<file path="src/rtl/mem_arbiter_pkg.sv">
// mem_arbiter_pkg: shared widths, default timing and FSM state encodings for the memory arbiter
package mem_arbiter_pkg;

    localparam int WORD_SIZE       = 16;
    localparam int MEM_LATENCY_DEF = 2;
    localparam int STARVE_MAX_DEF  = 4;

    typedef enum logic [2:0] {
        IDLE   = 3'd0,
        BUSY_I = 3'd1,
        BUSY_D = 3'd2,
        DONE_I = 3'd3,
        DONE_D = 3'd4
    } state_e;

endpackage

</file>
<file path="src/rtl/mem_arbiter_latency_counter.sv">
// mem_latency_counter: counts the cycles of one memory access and flags the last one
module mem_latency_counter #(
    parameter int LATENCY = mem_arbiter_pkg::MEM_LATENCY_DEF
) (
    input  logic clk,
    input  logic reset,
    input  logic load_i,
    input  logic en_i,
    output logic tc_o
);
    import mem_arbiter_pkg::*;

    localparam int CW = (LATENCY > 1) ? $clog2(LATENCY) : 1;

    logic [CW-1:0] cnt_q;

    // Restart at zero while no access is running, advance once per busy cycle
    always_ff @(posedge clk or posedge reset) begin
        if (reset) cnt_q <= '0;
        else if (load_i) cnt_q <= '0;
        else if (en_i) cnt_q <= cnt_q + CW'(1);
    end

    assign tc_o = cnt_q == CW'(LATENCY - 1);

endmodule

</file>
<file path="src/rtl/mem_arbiter.sv">
// mem_arbiter: shares one fixed-latency memory between the fetch port and the data port
module mem_arbiter #(
    parameter int WORD_SIZE   = mem_arbiter_pkg::WORD_SIZE,
    parameter int MEM_LATENCY = mem_arbiter_pkg::MEM_LATENCY_DEF,
    parameter int STARVE_MAX  = mem_arbiter_pkg::STARVE_MAX_DEF
) (
    input  logic                 clk,
    input  logic                 reset,
    input  logic                 i_req,
    input  logic [WORD_SIZE-1:0] i_addr,
    output logic [WORD_SIZE-1:0] i_data,
    output logic                 i_ready,
    input  logic                 d_read,
    input  logic                 d_write,
    input  logic [WORD_SIZE-1:0] d_addr,
    input  logic [WORD_SIZE-1:0] d_wdata,
    output logic [WORD_SIZE-1:0] d_rdata,
    output logic                 d_ready,
    output logic                 mem_read,
    output logic                 mem_write,
    output logic [WORD_SIZE-1:0] mem_addr,
    output logic [WORD_SIZE-1:0] mem_wdata,
    input  logic [WORD_SIZE-1:0] mem_rdata
);
    import mem_arbiter_pkg::*;

    localparam int SW = (STARVE_MAX > 0) ? $clog2(STARVE_MAX + 1) : 1;

    state_e        state_q;
    logic [SW-1:0] starve_q;
    logic [SW-1:0] starve_d;
    logic          data_win;
    logic          busy;
    logic          last_beat;

    assign busy = (state_q == BUSY_I) || (state_q == BUSY_D);

    mem_latency_counter #(.LATENCY(MEM_LATENCY)) u_cnt (
        .clk    (clk),
        .reset  (reset),
        .load_i (!busy),
        .en_i   (busy),
        .tc_o   (last_beat)
    );

    // Data wins unless the waiting fetch has already lost STARVE_MAX grants in a row
    always_comb begin
        data_win = (d_read || d_write) && !(i_req && starve_q == SW'(STARVE_MAX));
        starve_d = (i_req && data_win) ? ((starve_q == SW'(STARVE_MAX)) ? starve_q : starve_q + SW'(1)) : '0;
    end

    // Arbitrate in IDLE, drive the memory for MEM_LATENCY cycles, then pulse the matching ready
    always_ff @(posedge clk or posedge reset) begin
        if (reset) begin
            state_q   <= IDLE;
            starve_q  <= '0;
            mem_read  <= 1'b0;
            mem_write <= 1'b0;
            mem_addr  <= '0;
            mem_wdata <= '0;
            i_ready   <= 1'b0;
            d_ready   <= 1'b0;
            i_data    <= '0;
            d_rdata   <= '0;
        end else begin
            i_ready <= 1'b0;
            d_ready <= 1'b0;
            case (state_q)
                IDLE: begin
                    starve_q <= starve_d;
                    if (data_win) begin
                        state_q   <= BUSY_D;
                        mem_addr  <= d_addr;
                        mem_wdata <= d_wdata;
                        mem_write <= d_write;
                        mem_read  <= !d_write;
                    end else if (i_req) begin
                        state_q  <= BUSY_I;
                        mem_addr <= i_addr;
                        mem_read <= 1'b1;
                    end
                end
                BUSY_I: if (last_beat) begin
                    i_data   <= mem_rdata;
                    mem_read <= 1'b0;
                    i_ready  <= 1'b1;
                    state_q  <= DONE_I;
                end
                BUSY_D: if (last_beat) begin
                    if (mem_read) d_rdata <= mem_rdata;
                    mem_read  <= 1'b0;
                    mem_write <= 1'b0;
                    d_ready   <= 1'b1;
                    state_q   <= DONE_D;
                end
                default: state_q <= IDLE;
            endcase
        end
    end

endmodule
</file>
<file path="config.mk">
export PLATFORM = sky130hd
export DESIGN_NAME = mem_arbiter
export DESIGN_NICKNAME = d
export VERILOG_FILES = /design/src/rtl/mem_arbiter_pkg.sv /design/src/rtl/mem_arbiter_latency_counter.sv /design/src/rtl/mem_arbiter.sv
export SDC_FILE = /design/constraint.sdc
export NUM_CORES = 1
export LEC_CHECK = 0
export CORE_MARGIN = 2
export CORE_UTILIZATION = 45
export DETAILED_ROUTE_END_ITERATION = 10
export PLACE_DENSITY = 0.93
export SLEW_MARGIN = 0
export SYNTH_ARGS = -nofsm -noshare
export SYNTH_HDL_FRONTEND = slang
export SYNTH_SLANG_ARGS = --single-unit
</file>
<file path="constraint.sdc">
create_clock -name clk -period 6 [get_ports clk]
set_clock_uncertainty 0.05 [all_clocks]
set_input_delay 0.9 -clock clk [delete_from_list [all_inputs] [get_ports clk]]
set_output_delay 0.9 -clock clk [all_outputs]
set_load 0.1 [all_outputs]
</file>
# Word level (Yosys, flattened, before mapping)
# Index checks and enable logic that the tools add are counted.
[word_totals]
regBits = 75
in_bits = 69
out_inout_bits = 68
word_cells = 61
[classes]
n_addsub = 2
n_eq_ne = 9
muxes = 19
n_reduce_logical = 20
[op_table]
columns = ["cell", "n"]
rows = [
  ["16-bit 2-to-1 mux", 2],
  ["3-bit 2-to-1 mux", 6],
  ["3-bit AND reduction", 4],
  ["3-bit one-hot mux with 3 select lines", 1],
  ["1-bit 2-to-1 mux", 8],
  ["2-bit AND reduction", 4],
  ["2-bit by 1-bit != test with 1-bit output, second input constant", 3],
  ["2-bit nonzero test", 3],
  ["2-bit != test, second input constant", 2],
  ["1-bit one-hot mux with 2 select lines", 2],
  ["3-bit by 1-bit adder with 3-bit output, second input constant", 1],
  ["3-bit by 1-bit equality test with 1-bit output, second input constant", 1],
  ["3-bit by 2-bit equality test with 1-bit output, second input constant", 1],
  ["3-bit equality test, second input constant", 1],
  ["1-bit logical AND", 3],
  ["3-bit logical NOT", 1],
  ["3-bit != test, second input constant", 1],
  ["1-bit logical NOT", 2],
  ["1-bit logical OR", 2],
  ["2-bit OR reduction", 1],
  ["1-bit adder, second input constant", 1],
]

# Longest topological paths before layout
# Gate-level depths: netlist of run 1.
[logic_depth]
ltp_word = 7
depth_mapped = 7
depth_no_buf = 5

# Modules after synthesis
# Synthesis of run 1 repeated with hierarchy kept, for this count alone.
[unflattened]
hier_cells = 249
hier_area_um2 = 3208.1
[by_module_without_submodules]
columns = ["module", "n_inst", "cells_per_inst", "area_each_um2"]
rows = [
  ["mem_arbiter", 1, 245, 3166.8],
  ["mem_latency_counter", 1, 4, 41.3],
]

# Least setup slack after synthesis of run 1
# Ideal clock, no wire load.
[synth_timing]
path_type = "input -> register"
startpoint = "input port d_write"
endpoint = "register mem_wdata[0]"
arrival_ps = 1961
t_required_ps = 5822
path_slack_ps = 3860
stages = 5
path_cell_list = "or2_2 -> buf_2 -> nand3_4 -> buf_4 -> mux2_1"
[synth_between]
elab_chain_len = 3
[synth_lines]
columns = ["item", "line_no", "rtl"]
rows = [
  ["start: declaration", "mem_arbiter.sv:14", "input logic d_write,"],
  ["1-bit logical OR", "mem_arbiter.sv:48", "data_win = (d_read || d_write) && !(i_req && starve_q == SW'(STARVE_MAX));"],
  ["1-bit logical AND", "mem_arbiter.sv:48", ""],
  ["2-bit AND reduction (no line)", "-", ""],
  ["end signal: assignment", "mem_arbiter.sv:74", "mem_wdata <= d_wdata;"],
  ["end: declaration", "mem_arbiter.sv:22", "output logic [WORD_SIZE-1:0] mem_wdata,"],
]
# No other way between the ends.
# A chain may end at the register's enable or synchronous reset.

# Final worst setup path of run 1
[layout_timing]
startpoint = "input port i_req"
endpoint = "register mem_wdata[11]"
[layout_between]
elab_chain_len = 4
[layout_lines]
columns = ["item", "line_no", "rtl"]
rows = [
  ["start: declaration", "mem_arbiter.sv:9", "input logic i_req,"],
  ["1-bit logical AND", "mem_arbiter.sv:48", ""],
  ["1-bit logical NOT", "mem_arbiter.sv:48", ""],
  ["1-bit logical AND", "mem_arbiter.sv:48", ""],
  ["2-bit AND reduction (no line)", "-", ""],
]
# No other way between the ends.

==> flow_metrics.py, run 1 <==
metrics = {
    "critical_path": {
        "cp_max_fo": 20,
        "cpPeakStageDelay_ns": 0.65,
        "cp_num_buf_inv": 1,
        "critPathLaunch": "i_req",
        "r2r_end": "mem_wdata[11]",
        "crit_path_cell_trace": "clkdlybuf4s50_1 > nand3_1 > nand3_4 > mux2_2",
        "r2r_slack_ns": 3.59,
        "crit_cells": 4,
        "worstSetupPathType": "in2reg",
        "cp_data_arrival_time_ns": 3.06,
        "required_ns": 6.17,
        "startpoint_type": "input port",
        "cpMaxStageDelayCell": "nand3_1",
        "critPathTopFamily": "simple AND/OR/NAND/NOR gates",
        "r2r_start": "starve_q[0]",
        "reg2reg_depth": 5,
        "end_kind": "register",
    },
    "grt": {
        "grt_usage": 0.2047,
        "grt_pass1_vias": 2645,
        "grt_pass1_wl_um": 12450,
        "antenna_found_initial": 0,
        "grt_remaining_overflow": 0,
        "grt_max_degree": 45,
    },
    "drt": {
        "viasPerCell": 5.264,
        "routed_wire_length_per_instance_um": 16.64,
        "ant_nets": 0,
        "routed_wl_um": 8071,
        "drt-initial-drc-count": 97,
        "dr.pass1.iters": 4,
        "vias": 2553,
        "drc": 0,
    },
    "floorplanning": {
        "io_pins": 137,
        "num_rows": 31,
        "core-area_um2": 7137,
        "initial_core_util": 0.4586,
        "dieArea_um2": 7972,
        "fp.dieW_um": 89.29,
        "die_y_um": 89.29,
    },
    "yosys": {
        "synth_ff_type": "dfrtp_1",
        "syn_area_um2": 3273,
        "yosys.area.top_type": "dfrtp_1",
        "synth_edf_count": 0,
        "syn_inst": 252,
        "synthAdderAreaFrac": 0.007645,
        "synth_top_family_by_area": "multiplexers",
        "synth.avg_cell_area_um2": 12.99,
        "synth.area.top_cells": "dfrtp_1, mux2_2, mux2_1",
        "synth_compound_area_frac": 0.1284,
        "ys_ff_latch": 75,
        "async_flop_share": 1.000,
        "ys_types": 37,
        "ys_seq_area_frac": 0.5734,
        "synth_simple_gate_area_frac": 0.07531,
        "syn_nets": 323,
        "ys_warn_count": 0,
        "synth_top_area_share": 0.5734,
        "synth_xor_area_frac": 0.002676,
        "yosys-mux-area-fraction": 0.1682,
    },
    "hold_path": {
        "whs_endpoint": "i_data[11]",
        "hold_class": "reg2reg",
        "min_path_cells": 1,
        "hold_path.startpoint": "i_data[11]",
    },
    "sta": {
        "setup_violations": 0,
        "finalMaxSlewViolations": 0,
        "finalHoldViolCount": 0,
        "fin_crit_sh": 0.4820,
        "tightestPinTransition_ns": 1.004,
        "timing.fmax_mhz": 345.8,
        "fin_crit_ns": 2.892,
        "totalNegativeSetupSlack_ns": 0,
        "fin_hold_ws_ns": 0.4462,
        "relSlewSlack": 0.3287,
        "rsz0062_at_grt": "false",
    },
    "clocking": {
        "cts_sinks": 75,
        "cts.repair.resized": 0,
        "clock_latency_ns": 0.34,
        "ctsLongestPathBuffers": 2,
        "postCtsHoldBufs": 0,
        "clkSlewWorstSetupHoldPaths_ns": 0.07,
        "htreeDepth": 3,
        "cts_buffers": 9,
        "tritoncts": "yes",
        "post_cts_buffers": 0,
        "root_buffer": "clkbuf_8",
    },
    "flow_run": {
        "maxCapViolations": 0,
    },
    "status": {
        "outcome": "completed",
    },
    "cells_and_area": {
        "area_delta_synth_final_pct": 48.43,
        "num_antenna_cells": 0,
        "drive_above_1_share": 0.1762,
        "nNetsFinal": 452,
    },
    "placement": {
        "gp_congestion": 0.8441,
        "io_buffers": 136,
        "dpl.hpwl_um": 5837,
    },
}
[metrics by stage]
stage	util	setup WS, ns	instances	cell area (µm²)
CTS	0.6808	3.137	485	4858
global route	0.6808	3.008	485	4858
finish	0.6808	3.108	485	4858
floorplan	-	3.140	252	3273
global placement	0.6501	2.905	469	4639
detailed placement	0.6501	2.767	469	4639
[final cells by class]
type,instances,area (µm²)
repair buffers,137,1369
clock buffers,12,145.1
fillers,559,2278
inverters,5,18.77
clock inverters,4,73.82
flip-flops and latches,75,1877
multi-input cells,153,1251
well taps,99,123.9
[cell usage in the layout, fill, tap and decap left out, types with 2 or more instances in the layout]
cell type,instances
mux2_2,36
a211oi_1,2
nand2_1,5
dfrtp_1,75
bufinv_16,2
nand3_1,18
clkbuf_8,10
clkbuf_1,2
o22ai_1,2
ha_1,2
a21oi_1,17
nor3_1,3
inv_1,4
a31oi_2,9
o21ai_0,20
a31oi_1,6
mux2_1,12
nor2_1,3
clkdlybuf4s50_1,136
nor3_4,2
[registers in the layout, indices dropped and copies added (netlist names)]
name        flops
d_rdata        16
i_ready         1
mem_addr       16
state_q         3
d_ready         1
starve_q        3
u_cnt.tc_o      1
mem_read        1
mem_wdata      16
i_data         16
mem_write       1
[cell families after synthesis]
kind of cell               Yosys count
adders and majority gates            2
muxes                               49
DFF                                 75
xor gates and xnor gates             1
buffers and inverters               24
AOI/OAI and AO/OA                   61
and+or+nand+nor                     40
[metal layers]
metal / up-vias / global-route usage / share of wire
met5: - / 0 / 0
met4: 0 / 0.05563 / 0.011
met3: 13 / 0.06002 / 0.064
met2: 103 / 0.3535 / 0.51
met1: 1262 / 0.2515 / 0.41
li1: 1175 / - / -
[Yosys cell counts (2+ instances only)]
cell	number
o22ai_1	2
buf_4	3
nor3_4	2
o21ai_0	20
dfrtp_1	75
a21oi_1	17
a211oi_1	2
a31oi_2	9
buf_6	3
ha_1	2
inv_1	5
buf_2	4
nor2_1	3
mux2_2	36
clkbuf_1	8
nor3_1	3
mux2_1	12
a31oi_1	6
nand3_1	18
nand2_1	5
[how the worst max path moves through the flow]
stage	end	slack, ns
floorplan	d_rdata[0]	3.14
detailed placement	mem_wdata[11]	2.77
global placement	mem_wdata[11]	2.90
finish	mem_wdata[11]	3.11
CTS	mem_wdata[11]	3.14
global route	mem_wdata[13]	3.01
Power of run 1 is left out: the tool's default activity adds up to more than one toggle a clock period on the data nets, which glitch-free logic cannot reach.
==> inputs of run 2 (changes only) <==
--- a/config.mk
+++ b/config.mk
@@ -6,9 +6,9 @@
 export NUM_CORES = 1
 export LEC_CHECK = 0
 export CORE_MARGIN = 2
-export CORE_UTILIZATION = 45
+export CORE_UTILIZATION = 39
 export DETAILED_ROUTE_END_ITERATION = 10
-export PLACE_DENSITY = 0.93
+export PLACE_DENSITY = 0.86
 export SLEW_MARGIN = 0
 export SYNTH_ARGS = -nofsm -noshare
 export SYNTH_HDL_FRONTEND = slang
==> constraint.sdc (replaced) <==
create_clock -name clk -period 2.47 [get_ports clk]
set_clock_uncertainty 0.05 [all_clocks]
set_input_delay 0.3705 -clock clk [delete_from_list [all_inputs] [get_ports clk]]
set_output_delay 0.3705 -clock clk [all_outputs]
set_load 0.1 [all_outputs]
==> run 2 against run 1 <==
Register-to-register slack worse by 3.0 ns; routed wire length decreased by 4.3%; final area decreased by 2.0%; worst hold slack worse by 0.083 ns; critical path depth fell by 1; final cell count up 2.5%; sequential cell count stayed put; setup slack worse by 2.6 ns.
==> flow_metrics.py, run 2 (synthesis results as in run 1) <==
metrics = {
    "status": {
        "outcome": "completed",
    },
    "floorplanning": {
        "core-area_um2": 8175,
        "die_y_um": 95.61,
        "fp.dieW_um": 95.61,
        "io_pins": 137,
        "dieArea_um2": 9141,
        "num_rows": 33,
        "initial_core_util": 0.4004,
    },
    "sta": {
        "fin_hold_ws_ns": 0.3631,
        "setup_violations": 0,
        "timing.fmax_mhz": 519.3,
        "rsz0062_at_grt": "false",
        "tightestPinTransition_ns": 0.6360,
        "relSlewSlack": 0.5754,
        "fin_crit_sh": 0.7796,
        "fin_crit_ns": 1.926,
        "finalMaxSlewViolations": 0,
        "finalHoldViolCount": 0,
        "totalNegativeSetupSlack_ns": 0,
    },
    "grt": {
        "grt_pass1_wl_um": 11570,
        "grt_pass1_vias": 2529,
        "grtUsageMet2": 0.2925,
        "gr-usage-met3": 0.05692,
        "grt_usage": 0.1657,
        "antenna_found_initial": 0,
        "met1_usage": 0.1833,
        "grt_max_degree": 47,
        "grt_remaining_overflow": 0,
        "busiest_layer": "met2",
    },
    "critical_path": {
        "cp_max_fo": 16,
        "reg2reg_depth": 3,
        "critPathLaunch": "state_q[2]",
        "end_kind": "register",
        "r2r_start": "state_q[2]",
        "cp_data_arrival_time_ns": 2.10,
        "worstSetupPathType": "reg2reg",
        "startpoint_type": "register",
        "required_ns": 2.65,
    },
    "drt": {
        "drc": 0,
        "ant_nets": 0,
        "drt-initial-drc-count": 77,
        "routed_wire_length_per_instance_um": 15.54,
        "routed_wl_um": 7723,
        "vias": 2550,
        "viasPerCell": 5.131,
        "dr.pass1.iters": 4,
    },
    "cells_and_area": {
        "drive_above_1_share": 0.3673,
        "nNetsFinal": 458,
        "num_antenna_cells": 0,
        "final_cell_area_um2": 4760,
        "layout_common_cells": "dfrtp_1, buf_4, clkdlybuf4s50_1",
        "area_delta_synth_final_pct": 45.41,
        "mostFrequentLayoutCell": "dfrtp_1",
        "layoutNonFillerInstCount": 497,
    },
    "clocking": {
        "clkSlewWorstSetupHoldPaths_ns": 0.09,
        "ctsLongestPathBuffers": 2,
        "cts.repair.resized": 0,
        "postCtsHoldBufs": 0,
        "cts_buffers": 9,
        "root_buffer": "clkbuf_8",
        "htreeDepth": 3,
        "cts_sinks": 75,
        "clock_latency_ns": 0.34,
        "tritoncts": "yes",
        "post_cts_buffers": 0,
    },
    "placement": {
        "post_dp_cell_area_um2": 4534,
        "gp_congestion": 0.7534,
        "io_buffers": 136,
        "dp.cells": 481,
        "dpl.hpwl_um": 5522,
    },
    "flow_run": {
        "maxCapViolations": 0,
    },
    "hold_path": {
        "hold_class": "in2async",
    },
}
==> run 2: area by class of cell <==
type                    count  area [µm²]
inverters                   5       18.77
repair buffers            143        1256
clock buffers               9       123.9
fillers                   679        3416
flip-flops and latches     75        1877
multi-input cells         153        1251
well taps                 105       131.4
clock inverters             7       101.3
==> run 2: worst max-delay path, cell delays in order (launching register included) <==
cell and delay (ns):
dfrtp_1 0.52, nor2_1 0.25, nand4_2 0.52, mux2_2 0.48
==> run 2: final timing paths <==
kind | to | slack, ns
min in group clk | mem_wdata[5] | 0.45
max in group asynchronous | mem_addr[10] | 1.32
max reg2reg | d_rdata[1] | 0.54
max | d_rdata[1] | 0.54
min | d_rdata[13] | 0.36
min reg2reg | mem_wdata[5] | 0.45
==> run 2: metrics by stage <==
stage	util	setup slack, ns
detailed placement	0.5546	0.4152
finish	0.5822	0.5445
CTS	0.5822	0.5108
floorplan	-	0.1395
global route	0.5822	0.3767
global placement	0.5546	0.4898
==> run 2: layer usage <==
| metal | part of all wire | vias to the layer above |
|---|---|---|
| li1 | - | 1187 |
| met1 | 0.40 | 1229 |
| met2 | 0.50 | 125 |
| met3 | 0.088 | 9 |
| met4 | 0.013 | 0 |
| met5 | 0 | - |
Power of run 2 is left out for the same reason.
